## src/rtl/cpu_pkg.sv

```systemverilog
// cpu_pkg: shared datapath widths and register index names for the 8-bit CPU
package cpu_pkg;
    localparam int DATA_W     = 8;
    localparam int REG_ADDR_W = 2;
    localparam logic [REG_ADDR_W-1:0] R0 = 2'd0;
    localparam logic [REG_ADDR_W-1:0] R1 = 2'd1;
    localparam logic [REG_ADDR_W-1:0] R2 = 2'd2;
    localparam logic [REG_ADDR_W-1:0] R3 = 2'd3;
endpackage

```

## src/rtl/reg_file_rd_port.sv

```systemverilog
// reg_file_rd_port: registered read mux with write-to-read bypass and valid pulse
module reg_file_rd_port #(
    parameter int WIDTH  = 8,
    parameter int DEPTH  = 4,
    parameter int ADDR_W = $clog2(DEPTH)
) (
    input  logic                         clk,
    input  logic                         reset,
    input  logic                         wr_en,
    input  logic [ADDR_W-1:0]            wr_addr,
    input  logic [WIDTH-1:0]             wr_data,
    input  logic [DEPTH-1:0][WIDTH-1:0]  entries,
    input  logic                         rd_en,
    input  logic [ADDR_W-1:0]            rd_addr,
    output logic [WIDTH-1:0]             rd_data,
    output logic                         rd_valid
);
    logic             w_bypass;
    logic [WIDTH-1:0] w_next;
    logic [WIDTH-1:0] r_data;
    logic             r_valid;
    // a same-edge write to the requested entry must win over the stale stored value
    assign w_bypass = wr_en && (wr_addr == rd_addr);
    assign w_next   = w_bypass ? wr_data : entries[rd_addr];
    always_ff @(posedge clk or negedge reset) begin
        if (!reset) begin
            r_data  <= '0;
            r_valid <= 1'b0;
        end else begin
            r_valid <= rd_en;
            if (rd_en) r_data <= w_next;
        end
    end
    assign rd_data  = r_data;
    assign rd_valid = r_valid;
endmodule

```

## src/rtl/reg_file.sv

```systemverilog
// reg_file: DEPTH x WIDTH register file, one write port and two registered read ports
module reg_file
    import cpu_pkg::*;
#(
    parameter int WIDTH = DATA_W,
    parameter int DEPTH = 1 << REG_ADDR_W,
    localparam int ADDR_W = $clog2(DEPTH)
) (
    input  logic              clk,
    input  logic              reset,
    input  logic              wr_en,
    input  logic [ADDR_W-1:0] wr_addr,
    input  logic [WIDTH-1:0]  wr_data,
    input  logic              rd_en_a,
    input  logic [ADDR_W-1:0] rd_addr_a,
    output logic [WIDTH-1:0]  rd_data_a,
    output logic              rd_valid_a,
    input  logic              rd_en_b,
    input  logic [ADDR_W-1:0] rd_addr_b,
    output logic [WIDTH-1:0]  rd_data_b,
    output logic              rd_valid_b
);
    logic [DEPTH-1:0][WIDTH-1:0] r_mem;
    always_ff @(posedge clk or negedge reset) begin
        if (!reset) r_mem <= '0;
        else if (wr_en) r_mem[wr_addr] <= wr_data;
    end
    reg_file_rd_port #(.WIDTH(WIDTH), .DEPTH(DEPTH), .ADDR_W(ADDR_W)) u_port_a (
        .clk      (clk),
        .reset    (reset),
        .wr_en    (wr_en),
        .wr_addr  (wr_addr),
        .wr_data  (wr_data),
        .entries  (r_mem),
        .rd_en    (rd_en_a),
        .rd_addr  (rd_addr_a),
        .rd_data  (rd_data_a),
        .rd_valid (rd_valid_a)
    );
    reg_file_rd_port #(.WIDTH(WIDTH), .DEPTH(DEPTH), .ADDR_W(ADDR_W)) u_port_b (
        .clk      (clk),
        .reset    (reset),
        .wr_en    (wr_en),
        .wr_addr  (wr_addr),
        .wr_data  (wr_data),
        .entries  (r_mem),
        .rd_en    (rd_en_b),
        .rd_addr  (rd_addr_b),
        .rd_data  (rd_data_b),
        .rd_valid (rd_valid_b)
    );
endmodule

```

## config.mk

```make
export PLATFORM = sky130hd
export DESIGN_NAME = reg_file
export DESIGN_NICKNAME = d
export VERILOG_FILES = /design/src/rtl/cpu_pkg.sv /design/src/rtl/reg_file_rd_port.sv /design/src/rtl/reg_file.sv
export SDC_FILE = /design/constraint.sdc
export NUM_CORES = 1
export LEC_CHECK = 0
export BUFFER_PORTS_ARGS = -buffer_cell sky130_fd_sc_hd__clkbuf_2
export CORE_MARGIN = 4
export CORE_UTILIZATION = 56
export DETAILED_ROUTE_END_ITERATION = 8
export PLACE_DENSITY = 0.82
export RECOVER_POWER = 25
export SETUP_SLACK_MARGIN = 0.15
export SYNTH_ARGS = -nofsm -noshare
export SYNTH_HDL_FRONTEND = slang
export SYNTH_HIERARCHICAL = 1
export SYNTH_SLANG_ARGS = --single-unit
export TNS_END_PERCENT = 10
```

## constraint.sdc

```tcl
create_clock -name clk -period 1.6 [get_ports clk]
set_input_delay 0.08 -clock clk [delete_from_list [all_inputs] [get_ports clk]]
set_output_delay 0.08 -clock clk [all_outputs]
set_load 0.05 [all_outputs]
```

# After elaboration in Yosys (flattened, before gate mapping)
# Cells that the tools add are included.
[totals]
out_inout_bits = 18
reg_bits = 50
input_bits = 19
elab_cells = 26
[classes]
mux = 9
eq_ne = 2
order_cmp = 4
reduce_logical = 3
[ops]
columns = ["cell", "n"]
rows = [
  ["8-bit two-way mux", 5],
  ["8-bit binary-select mux with 2-bit select", 2],
  ["32-bit bitwise mux", 1],
  ["8-bit demux with 2-bit select", 1],
  ["2-bit by 3-bit less-than comparator with 1-bit output, second input constant", 3],
  ["2-bit == test", 2],
  ["1-bit logical AND", 3],
  ["2-bit by 1-bit >= comparator with 1-bit output, second input constant", 1],
]

# Logic depth before layout (Yosys ltp)
# Gate-level depths: netlist (run 1).
[logic_depth]
word_depth = 5
depth_mapped = 4
mapped_depth_nobuf = 3

# Cells and area by module
# Netlist (run 1), hierarchy kept.
[modules_own_cells]
columns = ["mod", "cells_per_inst", "instances", "seq_area_each_um2", "area_per_inst_um2"]
rows = [
  ["reg_file_rd_port", 42, 2, 225.2, 633.1],
  ["reg_file", 68, 1, 800.8, 1212.4],
]

# Worst setup path before layout (run 1)
# Ideal clock, no wire load.
[synth_timing]
path_kind = "register -> register"
startpoint = "register r_mem[26] (netlist name)"
endpoint = "register u_port_a.r_data[2], in the netlist u_port_a/rd_data[2]"
synth_period_minus_slack_ps = 1305
t_arrival_ps = 1179
t_required_ps = 1474
stages_incl_launch_ff = 4
n_path_buf = 0
setup_slack_ps = 295
setup_ps = 126
path_cell_list = "dfrtp_1 mux4_2 o311a_1 a221o_1"
[synth_between]
elab_chain_len = 3
[synth_rtl]
columns = ["item", "line_no", "source"]
rows = [
  ["from (decl)", "reg_file.sv:23", "logic [DEPTH-1:0][WIDTH-1:0] r_mem;"],
  ["from (signal, indexed assignment)", "reg_file.sv:26", "else if (wr_en) r_mem[wr_addr] <= wr_data;"],
  ["8-bit binary-select mux with 2-bit select", "reg_file_rd_port.sv:24", "assign w_next = w_bypass ? wr_data : entries[rd_addr];"],
  ["8-bit two-way mux (not written as such)", "reg_file_rd_port.sv:24", ""],
  ["8-bit two-way mux", "reg_file_rd_port.sv:24", ""],
  ["to (signal assigned)", "reg_file_rd_port.sv:31", "if (rd_en) r_data <= w_next;"],
  ["to (decl)", "reg_file_rd_port.sv:20", "logic [WIDTH-1:0] r_data;"],
]
# Every way passes these cells. The select of a mux whose other input is x is not followed.
# A chain may end at the register's enable or synchronous reset.

# Worst setup path in the final report (run 1)
[layout_timing]
startpoint = "register r_mem[26] (netlist name)"
endpoint = "register u_port_b.r_data[2], in the netlist u_port_b/rd_data[2]"
[layout_between]
elab_chain_len = 3
[layout_rtl]
columns = ["item", "line_no"]
rows = [
  ["8-bit binary-select mux with 2-bit select", "reg_file_rd_port.sv:24"],
  ["8-bit two-way mux (not written as such)", "reg_file_rd_port.sv:24"],
  ["8-bit two-way mux", "reg_file_rd_port.sv:24"],
  ["to (signal assigned)", "reg_file_rd_port.sv:31"],
  ["to (decl)", "reg_file_rd_port.sv:20"],
]
# Every way passes these cells. The select of a mux whose other input is x is not followed.

==> flow_summary.toml, run 1 <==
[power]
total_power_w = 0.00365
powerDensity_nw_per_um2 = 1290
vdd.ir_drop.worst_mv = 0.690
p_leak_nw = 1.23

[global_routing]
grt_use_total = 0.231
first_pass_grt_wire_length_um = 9190
grt-ovfl-total = 0
first_global_vias = 1811
grt_start_max_net_pins = 35
number_of_antenna_violations_at_the_first_check_in_global_routing = 0

[status]
run_status = "completed"

[routing]
dr_wl_met2_um = 2960
detailroute.via_count = 1606
length_of_routed_wiring_on_met1_um = 2130
dr_wl_met3_um = 443
post-route-drc-count = 0
drt.antenna.violating_nets = 0
vias_per_cell = 6.50
routedWlPerCell_um = 22.9
dr.pass1.iters = 4
drt_iter0_markers = 157
route.final.wire_length_um = 5650
route.top_layer_used = "met4"

[setup_path]
crit_path_dat_ns = 1.60
path_class = "reg2reg"
ff2ff_setup_slack_ns = 0.19
critical_path_peak_fanout = 3
critical_path.startpoint_type = "flip-flop"
slowest_stage = "mux4_2"
critical-path-top-delay-family = "multiplexers"
worst_path_cell_chain = "mux4_2 -> o311a_1 -> a221o_1"
setup.worst_path.end_class = "flip-flop"
timing.critical_path.buf_inv = 0
slowest_delay_ns = 0.48
worstPathRequired_ns = 1.80

[floorplan]
initial_utilization = 0.598
floorplan.rows = 23
die-area_sq_um = 5550
ioPinCount = 37
die-width_um = 74.5
die_y_um = 74.5
placeableCoreArea_sq_um = 4140

[cts]
root_buffer = "clkbuf_8"
tritoncts = "yes"
cts_post_setup_buffers_inserted = 0
clk_pin_slew_ns = 0.09
cts_num_sinks = 50
cts-buffers-inserted = 5
ctsHtreeMaxLevel = 2
cts_resized = 0
max-clock-path-buffers = 2
worstSkewPairLatency_ns = 0.31
cts-hold-fix-buffers = 1

[synth]
synth.yosys.seq_area_share = 0.505
synth.avg_cell_area_sq_um = 16.3
post_synth_inst_count = 152
yosysWarnings = 6
netlist.top_cell.by_area = "dfrtp_1"
yosys.cell_types.count = 17
mapped_cell_area_sq_um = 2480
synth_area_leaders = "dfrtp_1, mux2_2, mux4_2"
synth_largest_type_area_fraction = 0.505
synthesis.nets = 171
synth-seq-cells = 50

[sta]
timing.final.crit_share = 0.879
setup_tns_ns = 0
setup_viol_count_final = 0
unrepaired_setup_endpoints_after_global_routing = "false"
final.setup_skew_ns = 0.0121
actual_transition_at_the_worst_max_transition_pin_ns = 1.00
relSlewSlack = 0.333
hold_viol_final = 0
report.final.slew_viol_count = 0
fmax_mhz = 711
timing.final.crit_period_ns = 1.41

[flow_run]
maxCapViolations = 0

[placement]
dpl_hpwl_um = 3840
placed_cells = 238
place.port_buffers = 36
gp_routability_congestion = 0.859
postPlaceCellArea_sq_um = 2720

[cells_and_area]
layout-drive-gt1-share = 0.487
final-instance-count-excl-fill = 247
design_area_sq_um = 2820
end_of_flow_core_utilization = 0.681
antennaDiodeCount = 0
num-nets-final = 215
flow.area_growth_from_synthesis_pct = 13.8

[worst_hold_path]
path_class_of_the_lowest_slack_min_delay_path = "in2reg"
-- layout by cell type (no fill, tap or decap), types with 3 or more instances in the layout --
cell type  count
clkbuf_1       6
mux4_2        14
clkbuf_8       5
dfrtp_1       50
nor2b_1       14
a221o_1       16
clkbuf_2      34
buf_4          3
inv_1          4
mux2_2        32
-- area by class of cell --
cell class              count  area (sq um)
clock buffers               7          76.3
clock inverters             1          30.0
fillers                   302          1320
inverters                   4          15.0
multi-input cells          92          1150
flip-flops and latches     50          1250
well taps                  50          62.6
repair buffers             43           238
-- cells in the mapped netlist --
library cell	count
xor2_2	2
buf_6	4
clkbuf_2	2
mux2_2	32
a221o_1	16
inv_1	4
nor4_4	2
xor2_1	2
nor2b_1	14
nand3_2	1
o311a_1	2
dfrtp_1	50
nand3b_2	2
mux4_2	14
o31a_1	2
nor3b_4	1
mux4_1	2
-- metrics by stage --
stage	setup WS, ns	hold WS (ns)
final	0.193	0.0903
after global routing	0.170	0.0854
after CTS	0.193	0.0739
after detailed placement	0.0887	0.0429
after global placement	0.119	0.0364
after floorplan	0.295	-0.216
-- metal layers --
layer  vias to the layer above  GRT usage
li1                        689          -
met1                       829      0.294
met2                        77      0.374
met3                        11     0.0649
met4                         0     0.0988
met5                         -          0
-- state kept, by name (all words and copies together), names as in the netlist --
signal	cells
u_port_a/rd_valid	1
u_port_b/rd_valid	1
r_mem	32
u_port_a/rd_data	8
u_port_b/rd_data	8
-- cells by family (layout without fill, tap and decap cells) --
kind of cell	Yosys count	in the layout	synth area share
AO/OA/AOI/OAI	20	20	0.0798
XOR/XNOR	4	4	0.0202
buffers and inverters	10	55	0.0283
flip-flops	50	50	0.505
multiplexers	48	48	0.294
AND/OR/NAND/NOR	20	20	0.0732
-- path summary, 6_finish.rpt --
kind / startpoint / endpoint / depth (start not counted)
setup / recovery: r_mem[26]$_DFFE_PN0P_ / u_port_b/rd_data[2]$_DFFE_PN0P_ / 3
hold / removal: wr_data[5] / r_mem[29]$_DFFE_PN0P_ / 2
setup reg to reg: r_mem[26]$_DFFE_PN0P_ / u_port_b/rd_data[2]$_DFFE_PN0P_ / 3
hold reg to reg: u_port_a/rd_data[2]$_DFFE_PN0P_ / u_port_a/rd_data[2]$_DFFE_PN0P_ / 1
max in group asynchronous: reset / r_mem[12]$_DFFE_PN0P_ / 3
min in group asynchronous: reset / r_mem[1]$_DFFE_PN0P_ / 2
-- worst reg2reg max path: cells and delay by family (launching register included) --
kind | cells | cell delay (ns)
multiplexers | 1 | 0.48
flip-flops | 1 | 0.41
AO/OA/AOI/OAI | 2 | 0.41
-- where the power goes --
group	switching, W	internal, W
logic	0.000632	0.000464
registers	0.000169	0.00151
clock network	0.000404	0.000468
total	0.00121	0.00244
No activity file was read; power rests on OpenSTA's default activity.
==> run 2: changes to the inputs <==
CELL_PAD_IN_SITES_DETAIL_PLACEMENT = 2   (was default)
CELL_PAD_IN_SITES_GLOBAL_PLACEMENT = 2   (was default)
CORE_UTILIZATION = 41   (was 56)
CTS_BUF_LIST = sky130_fd_sc_hd__clkbuf_16   (was default)
==> run 2 against run 1 <==
Compared with the run above:
- first-iteration DRC count fell by 53%
- global-route usage shrank 0.90 points
- hold slack gained 0.012 ns
- sequential cell count stayed put
- final area is 3.6% higher
- largest power group unchanged
- highest routed layer unchanged
==> flow_summary.toml, run 2 (same netlist as run 1, synthesis figures left out) <==
[power]
powerDensity_nw_per_um2 = 1330
vdd.ir_drop.worst_mv = 0.723
total_power_w = 0.00388
p_leak_nw = 1.27

[sta]
setup_viol_count_final = 0
relSlewSlack = 0.340
timing.final.crit_period_ns = 1.47
report.final.slew_viol_count = 0
final.setup_skew_ns = 0.00568
actual_transition_at_the_worst_max_transition_pin_ns = 0.990
setup_tns_ns = 0
unrepaired_setup_endpoints_after_global_routing = "true"
fmax_mhz = 678
hold_viol_final = 0
timing.final.crit_share = 0.921

[cells_and_area]
fill_cells = 556
antennaDiodeCount = 0
layout-drive-gt1-share = 0.495
num-nets-final = 218
largest-register = "r_mem"
final-seq-area_sq_um = 1250
max_ffs_per_register = 32
end_of_flow_core_utilization = 0.497
layout.cells.most_common = "dfrtp_1"
layout.cells.most_common_list = "dfrtp_1, clkbuf_2, mux2_2"
final-instance-count-excl-fill = 275
multiInputGateArea_sq_um = 1150
flow.area_growth_from_synthesis_pct = 18.0

[floorplan]
floorplan.rows = 28
placeableCoreArea_sq_um = 5890
initial_utilization = 0.421
die-width_um = 85.8
ioPinCount = 37
die-area_sq_um = 7350
die_y_um = 85.8

[cts]
cts_num_sinks = 50
max-clock-path-buffers = 2
clk_pin_slew_ns = 0.07
worstSkewPairLatency_ns = 0.29
cts-buffers-inserted = 5
ctsHtreeMaxLevel = 2
root_buffer = "clkbuf_16"
tritoncts = "yes"

[setup_path]
critical_path.startpoint_type = "primary input"
crit-reg2reg-launch = "r_mem[26]$_DFFE_PN0P_"
critical_path_peak_fanout = 7
slowest_stage = "o31a_1"
crit_path_dat_ns = 1.64
setup.worst_path.end_class = "flip-flop"
slowest_delay_ns = 0.47
timing.reg2reg.worst_path_depth = 3
ff2ff_setup_slack_ns = 0.18
path_class = "in2reg"
worstPathRequired_ns = 1.76
worst_path_cell_chain = "clkbuf_1 -> xor2_2 -> o31a_1 -> a221o_1"
crit-reg2reg-capture = "u_port_b/rd_data[2]$_DFFE_PN0P_"
timing.critical_path.buf_inv = 1
critical-path-top-delay-family = "compound AO/OA/AOI/OAI gates"

[worst_hold_path]
hold_path_end = "u_port_a/rd_valid$_DFF_PN0_"
holdCritStartpoint = "rd_en_a"
worst_hold_path.num_cells = 1
path_class_of_the_lowest_slack_min_delay_path = "in2reg"

[placement]
dpl_hpwl_um = 5190
placed_cells = 265
place.port_buffers = 36
gp_routability_congestion = 0.776

[global_routing]
grt_start_max_net_pins = 36
grt-ovfl-total = 0
first_pass_grt_wire_length_um = 11900
number_of_antenna_violations_at_the_first_check_in_global_routing = 0
first_global_vias = 1903
grt_use_total = 0.222

[routing]
vias_per_cell = 6.03
routedWlPerCell_um = 27.4
route.final.wire_length_um = 7540
post-route-drc-count = 0
dr.pass1.iters = 5
drt_iter0_markers = 74
detailroute.via_count = 1659
drt.antenna.violating_nets = 0

[status]
run_status = "completed"

[flow_run]
maxCapViolations = 0
-- run 2: cell types whose count changed in the layout (fill, tap and decap cells not counted), sizes merged --
cell and delta:
buf +4, clkbuf -3, clkinv +3, bufinv -1
-- run 2: area by class of cell --
| class | instances | area share |
|---|---|---|
| Clock buffer | 5 | 0.0428 |
| Clock inverter | 3 | 0.00385 |
| Inverter | 4 | 0.00513 |
| Multi-Input combinational cell | 92 | 0.394 |
| Sequential cell | 50 | 0.428 |
| Tap cell | 75 | 0.0321 |
| Timing Repair Buffer | 46 | 0.0941 |
-- run 2: layer usage --
layer  routed length (um)  share of wire  track usage
met5                    0              0            0
met4                   69         0.0091       0.0460
met3                  267          0.035       0.0355
met2                 4200           0.56        0.416
met1                 3000           0.40        0.269
-- run 2: through the flow --
| stage | worst slack [ns] | hold slack (ns) | cell area (sq um) |
|---|---|---|---|
| 3_3_place_gp | 0.100 | 0.0193 | 2780 |
| 3_5_place_dp | 0.0426 | 0.0537 | 2780 |
| 4_1_cts | 0.158 | 0.0359 | 2930 |
| 6_report | 0.126 | 0.102 | 2920 |
| 5_1_grt | 0.0764 | 0.110 | 2920 |
| 2_1_floorplan | 0.295 | -0.216 | 2480 |
-- run 2: where the power goes --
part / switching, W / internal, W
Combinational: 0.000689 / 0.000479
Clock: 0.000450 / 0.000564
Sequential: 0.000187 / 0.00151
-- run 2: what timing repair did --
item	CTS	global route
hold buffers	1	0
gates resized for setup	0	0
hold endpoints to repair	15	0
setup buffers	0	1
endpoints found under the setup margin	0	1
-- run 2: how the worst max path moves through the flow --
| stage | from | to | slack, ns | cells after the start |
|---|---|---|---|---|
| 2_1_floorplan | r_mem[26]$_DFFE_PN0P_ | u_port_a/rd_data[2]$_DFFE_PN0P_ | 0.30 | 3 |
| 3_3_place_gp | rd_addr_b[0] | u_port_b/rd_data[6]$_DFFE_PN0P_ | 0.10 | 4 |
| 3_5_place_dp | rd_addr_b[0] | u_port_b/rd_data[1]$_DFFE_PN0P_ | 0.04 | 4 |
| 4_1_cts | r_mem[2]$_DFFE_PN0P_ | u_port_b/rd_data[2]$_DFFE_PN0P_ | 0.16 | 3 |
| 5_1_grt | wr_addr[1] | u_port_a/rd_data[5]$_DFFE_PN0P_ | 0.08 | 4 |
| 6_report | wr_addr[1] | u_port_a/rd_data[5]$_DFFE_PN0P_ | 0.13 | 4 |
